`src/rtl/uart_ascii_rx.sv`:
```
// 8N1 UART receiver holding the last NUM_CHARS ASCII bytes for the display encoders.
// Optional hex-digit filter/upper-casing enabled by defining ASCII_FILTER_EN.
module uart_ascii_rx #(
    parameter int CLKS_PER_BIT = 5208,
    parameter int NUM_CHARS    = 2
) (
    input  logic                   clk,
    input  logic                   reset,
    input  logic                   rx_serial,
    output logic [8*NUM_CHARS-1:0] char_out,
    output logic                   char_valid,
    output logic                   frame_err,
    output logic                   busy
);
    localparam int CW = $clog2(CLKS_PER_BIT) + 1;
    localparam logic [CW-1:0] HALF_LAST = CW'(CLKS_PER_BIT / 2 - 1);
    localparam logic [CW-1:0] FULL_LAST = CW'(CLKS_PER_BIT - 1);

    typedef enum logic [2:0] {S_IDLE, S_START, S_DATA, S_STOP, S_BREAK} state_t;

    state_t                 r_state;
    state_t                 w_next;
    logic                   r_rx_meta;
    logic                   r_rx_s;
    logic [CW-1:0]          r_cnt;
    logic [2:0]             r_idx;
    logic [7:0]             r_byte;
    logic [8*NUM_CHARS-1:0] r_chars;
    logic                   r_char_valid;
    logic                   r_frame_err;
    logic                   w_tick_half;
    logic                   w_tick_full;
    logic                   w_shift_bit;
    logic                   w_commit;
    logic                   w_ferr;
    logic                   w_busy;
    logic                   w_byte_ok;
    logic [7:0]             w_byte_out;

    assign w_tick_half = (r_cnt == HALF_LAST);
    assign w_tick_full = (r_cnt == FULL_LAST);

    always_ff @(posedge clk or posedge reset) begin
        if (reset) begin
            r_rx_meta <= 1'b1;
            r_rx_s    <= 1'b1;
        end else begin
            r_rx_meta <= rx_serial;
            r_rx_s    <= r_rx_meta;
        end
    end

    always_ff @(posedge clk or posedge reset) begin
        if (reset) r_state <= S_IDLE;
        else       r_state <= w_next;
    end

    always_comb begin
        w_next = r_state;
        case (r_state)
            S_IDLE:  if (!r_rx_s) w_next = S_START;
            S_START: if (w_tick_half) w_next = r_rx_s ? S_IDLE : S_DATA;
            S_DATA:  if (w_tick_full && r_idx == 3'd7) w_next = S_STOP;
            S_STOP:  if (w_tick_full) w_next = r_rx_s ? S_IDLE : S_BREAK;
            S_BREAK: if (r_rx_s) w_next = S_IDLE;
            default: w_next = S_IDLE;
        endcase
    end

    always_comb begin
        w_busy      = (r_state != S_IDLE);
        w_shift_bit = 1'b0;
        w_commit    = 1'b0;
        w_ferr      = 1'b0;
        case (r_state)
            S_DATA: w_shift_bit = w_tick_full;
            S_STOP: begin
                if (w_tick_full) begin
                    if (r_rx_s) w_commit = w_byte_ok;
                    else        w_ferr   = 1'b1;
                end
            end
            default: ;
        endcase
    end

`ifdef ASCII_FILTER_EN
    always_comb begin
        w_byte_ok  = ((r_byte >= 8'h30) && (r_byte <= 8'h39)) ||
                     ((r_byte >= 8'h41) && (r_byte <= 8'h46)) ||
                     ((r_byte >= 8'h61) && (r_byte <= 8'h66));
        w_byte_out = r_byte;
        if ((r_byte >= 8'h61) && (r_byte <= 8'h66)) w_byte_out[5] = 1'b0;
    end
`else
    always_comb begin
        w_byte_ok  = 1'b1;
        w_byte_out = r_byte;
    end
`endif

    // Counters restart on every tick so a back-to-back start bit is seen from IDLE.
    always_ff @(posedge clk or posedge reset) begin
        if (reset) begin
            r_cnt <= '0;
            r_idx <= '0;
        end else begin
            case (r_state)
                S_START: r_cnt <= w_tick_half ? '0 : r_cnt + CW'(1);
                S_DATA, S_STOP: r_cnt <= w_tick_full ? '0 : r_cnt + CW'(1);
                default: r_cnt <= '0;
            endcase
            if (r_state != S_DATA) r_idx <= '0;
            else if (w_tick_full)  r_idx <= r_idx + 3'd1;
        end
    end

    always_ff @(posedge clk or posedge reset) begin
        if (reset) begin
            r_byte       <= '0;
            r_chars      <= {NUM_CHARS{8'h20}};
            r_char_valid <= 1'b0;
            r_frame_err  <= 1'b0;
        end else begin
            r_char_valid <= w_commit;
            r_frame_err  <= w_ferr;
            if (w_shift_bit) r_byte <= {r_rx_s, r_byte[7:1]};
            if (w_commit) begin
                for (int unsigned k = 1; k < NUM_CHARS; k++)
                    r_chars[8*k +: 8] <= r_chars[8*(k-1) +: 8];
                r_chars[7:0] <= w_byte_out;
            end
        end
    end

    assign char_out   = r_chars;
    assign char_valid = r_char_valid;
    assign frame_err  = r_frame_err;
    assign busy       = w_busy;
endmodule

```
`config.mk`:
```
export PLATFORM = sky130hd
export DESIGN_NAME = uart_ascii_rx
export DESIGN_NICKNAME = d
export VERILOG_FILES = /design/src/rtl/uart_ascii_rx.sv
export SDC_FILE = /design/constraint.sdc
export NUM_CORES = 1
export LEC_CHECK = 0
export CAP_MARGIN = 5
export CORE_ASPECT_RATIO = 0.8
export CORE_MARGIN = 2
export CORE_UTILIZATION = 60
export CTS_BUF_LIST = sky130_fd_sc_hd__clkbuf_16
export CTS_CLUSTER_SIZE = 14
export DETAILED_ROUTE_END_ITERATION = 6
export GPL_TIMING_DRIVEN = 0
export PLACE_DENSITY = 0.94
export SLEW_MARGIN = 20
export SYNTH_ARGS = -nofsm -noshare
export SYNTH_HDL_FRONTEND = slang
export SYNTH_SLANG_ARGS = --single-unit
export TNS_END_PERCENT = 5
```
`constraint.sdc`:
```
create_clock -name clk -period 3.66 [get_ports clk]
set_input_delay 0.366 -clock clk [delete_from_list [all_inputs] [get_ports clk]]
set_output_delay 0.366 -clock clk [all_outputs]
set_load 0.05 [all_outputs]
```
==> impl_metrics.py <==
metrics = {
    "setup_path": {
        "rrSetupSlack_ps": 1030,
        "crit_fanout": 10,
        "crit_arrival_ps": 2790,
        "path_buf_inv": 2,
        "timing.rr.end": "char_out[7]$_DFFE_PP0P_",
        "crit_chain": "or4_4, nor4_4, and3_1, buf_6, buf_12, mux2_4",
        "crit_path_end_kind": "flop",
        "start_kind": "flop",
        "r2r_start": "r_cnt[3]$_DFF_PP0_",
        "path_class": "flop to flop",
        "worst-r2r-cell-count": 6,
        "crit_family": "simple AND/OR/NAND/NOR gates",
        "crit_required_ps": 3820,
        "cpMaxStageDelayCell": "or4_4",
        "slowest_delay_ps": 600,
    },
    "timing": {
        "setup_violations": 0,
        "clock.fmax_mhz": 381,
        "maxSlewHeadroom_pct": 60.9,
        "tightest_slew_ps": 581,
        "hold_viol": 0,
        "skew_ps": 4.73,
        "finalCritPeriodShare_pct": 71.8,
        "rsz0062_at_grt": "no",
        "slew_violations": 0,
        "finalSetupTns_ps": 0,
        "finalCriticalPeriod_ps": 2630,
        "fin_hold_ws_ps": 357,
        "fin_ws_ps": 1030,
    },
    "logic_synthesis": {
        "synthArstFlopShare_pct": 100,
        "ys_warn_count": 0,
        "syn_area_sq_mm": 0.00213,
        "syn_nets": 171,
        "syn_inst": 165,
        "ys_ff_latch": 48,
        "synth_sequential_area_ratio_pct": 56.6,
        "yosys-top-cells-area": "dfrtp_1 52%, mux2_2 7.4%, mux2_4 7.0%",
        "ys.flop_type": "dfrtp_1",
        "synth_top_cell_by_area": "dfrtp_1",
        "yosysTopAreaCellShare_pct": 51.6,
        "synth_edf_count": 0,
        "syn_avg_cell_area_sq_um": 12.9,
        "ys_types": 35,
    },
    "clock_tree": {
        "max-clock-path-buffers": 2,
        "cts_buffers": 5,
        "clkSinkCount": 48,
        "postCtsHoldBufs": 0,
        "cts.clk_slew.worst_paths_ps": 60,
        "ctsRootBufferMaster": "clkbuf_16",
        "cts_max_level": 2,
        "tritoncts": "yes",
        "cts_resized": 0,
        "insertion_delay_ps": 280,
        "cts_setup_buffers": 0,
    },
    "power": {
        "power_density_mw_per_mm2": 383,
        "peakVddDrop_mv": 0.282,
        "leakage_nw": 1.13,
    },
    "die": {
        "die_x_microns": 70.6,
        "die_area_sq_mm": 0.00405,
        "initial_core_util_pct": 62.3,
        "num_rows": 19,
        "core-area_sq_mm": 0.00342,
        "boundaryPins": 22,
        "die_y_microns": 57.3,
    },
    "global_routing": {
        "grt_max_degree": 36,
        "track_usage_pct": 23.0,
        "grt_pass1_wl_microns": 7020,
        "antenna_found_initial": 0,
        "grt-ovfl-total": 0,
        "grt_pass1_vias": 1464,
    },
    "placed_design": {
        "hpwl_microns": 2840,
        "pre_cts_slack_ps": 1110,
        "placed_cells": 229,
        "gp_congestion": 0.860,
        "io_buffers": 21,
        "post_dp_cell_area_sq_mm": 0.00241,
    },
    "status": {
        "outcome": "finished, final reports clean",
    },
    "finish": {
        "drive_above_1_share_pct": 23.6,
        "area_growth_pct": 19.8,
        "fin_area_sq_mm": 0.00255,
        "final_nets": 200,
        "nFillCells": 215,
        "n_antenna_cell": 0,
        "fin_cells": 237,
    },
    "route": {
        "wl_per_cell_microns": 17.2,
        "wl_microns": 4080,
        "drtIter0Drc": 62,
        "drc_errors": 0,
        "vias_per_cell": 5.84,
        "drtAntennaViolNets": 0,
        "via_count": 1384,
        "first_pass_iters": 4,
    },
    "flow_run": {
        "cap_viol_max_count": 0,
    },
    "min_path": {
        "hp-class": "input port to async pin",
    },
}
## synth_stat cells, drive strengths merged (3+ instances only)
cell / instances
nand3: 5
inv: 3
nand4: 3
or4: 4
mux2i: 3
dfstp: 4
dfrtp: 44
nor3: 5
nor2: 21
nand2: 9
mux2: 24
nor4: 3
buf: 3
xnor2: 11
ha: 3
## worst register-to-register path: stages, from the launching register on
cell and delay [ps]:
dfrtp_1 480, or4_4 600, nor4_4 530, and3_1 290
buf_6 150, buf_12 150, mux2_4 310
## layer usage
metal  part of all wire [%]  track usage, %  vias to the layer above
li1                       -               -                      628
met1                     43            29.0                      699
met5                      0               0                        -
met4                    1.7            9.97                        0
met3                    4.0            4.42                       12
met2                     51            39.4                       45
## placed cells by master (no fill, tap or decap), types with 2 or more instances in the layout
cell type / instances
and3_1: 2
xnor2_1: 11
clkbuf_16: 5
mux2_4: 10
clkinv_2: 2
nand3_1: 5
or4_4: 2
nand4_1: 3
nor4_1: 2
clkdlybuf4s50_1: 21
nor3b_1: 2
buf_12: 2
or4_1: 2
nor3_1: 5
nand2b_1: 2
inv_1: 2
dfrtp_1: 44
mux2_2: 14
dfstp_2: 4
xor2_1: 2
nand2_1: 9
mux2i_1: 3
ha_1: 3
nor2b_1: 2
nor2_1: 21
## power by group
part	switching, mW	internal [mW]	total, mW
sequential	0.00135	0.533	0.534
combinational	0.0105	0.00457	0.0151
clock	0.182	0.248	0.430
total	0.194	0.785	0.979
## metrics by stage
step | power [mW] | util, %
floorplan | 0.551 | -
global placement | 0.556 | 70.0
detailed placement | 0.560 | 70.5
CTS | 0.983 | 74.6
global route | 1.01 | 74.6
finish | 0.979 | 74.6
## flip-flops by register name, summed over array words and instances, names as in the netlist
register / cells
r_byte: 8
char_out: 16
r_rx_meta: 1
r_idx: 3
r_state: 3
frame_err: 1
char_valid: 1
r_rx_s: 1
r_cnt: 14
## cell type report
type | count | area, sq um | area share (%)
buffer | 4 | 42.5 | 1.67
clock buffer | 5 | 125 | 4.90
clock inverter | 3 | 13.8 | 0.539
inverter | 3 | 11.3 | 0.441
multi-input combinational | 110 | 872 | 34.1
sequential | 48 | 1210 | 47.2
tap | 42 | 52.6 | 2.06
timing repair buffer | 22 | 230 | 9.02
## logic make-up (layout without fill, tap and decap cells)
kind of cell    after synthesis  in the layout  share of synthesized area [%]
flops                        48             48                           56.6
xor+xnor                     13             13                           5.34
buf+inv                       7             37                           2.52
compound gates                4              4                           1.70
fa+ha+maj                     3              3                           1.76
simple gates                 63             63                           16.3
mux                          27             27                           15.8
## worst max path at each step
stage | end | start | cells after the start | slack [ps]
finish | char_out[7]$_DFFE_PP0P_ | r_cnt[3]$_DFF_PP0_ | 6 | 1030
global route | char_out[7]$_DFFE_PP0P_ | r_cnt[0]$_DFF_PP0_ | 7 | 950
CTS | char_out[7]$_DFFE_PP0P_ | r_cnt[3]$_DFF_PP0_ | 6 | 1030
detailed placement | char_out[7]$_DFFE_PP0P_ | r_cnt[3]$_DFF_PP0_ | 6 | 1110
global placement | char_out[7]$_DFFE_PP0P_ | r_cnt[3]$_DFF_PP0_ | 6 | 1230
floorplan | char_out[0]$_DFFE_PP0P_ | r_cnt[3]$_DFF_PP0_ | 6 | 1380
Note: power is estimated with default switching activity, not from simulation.
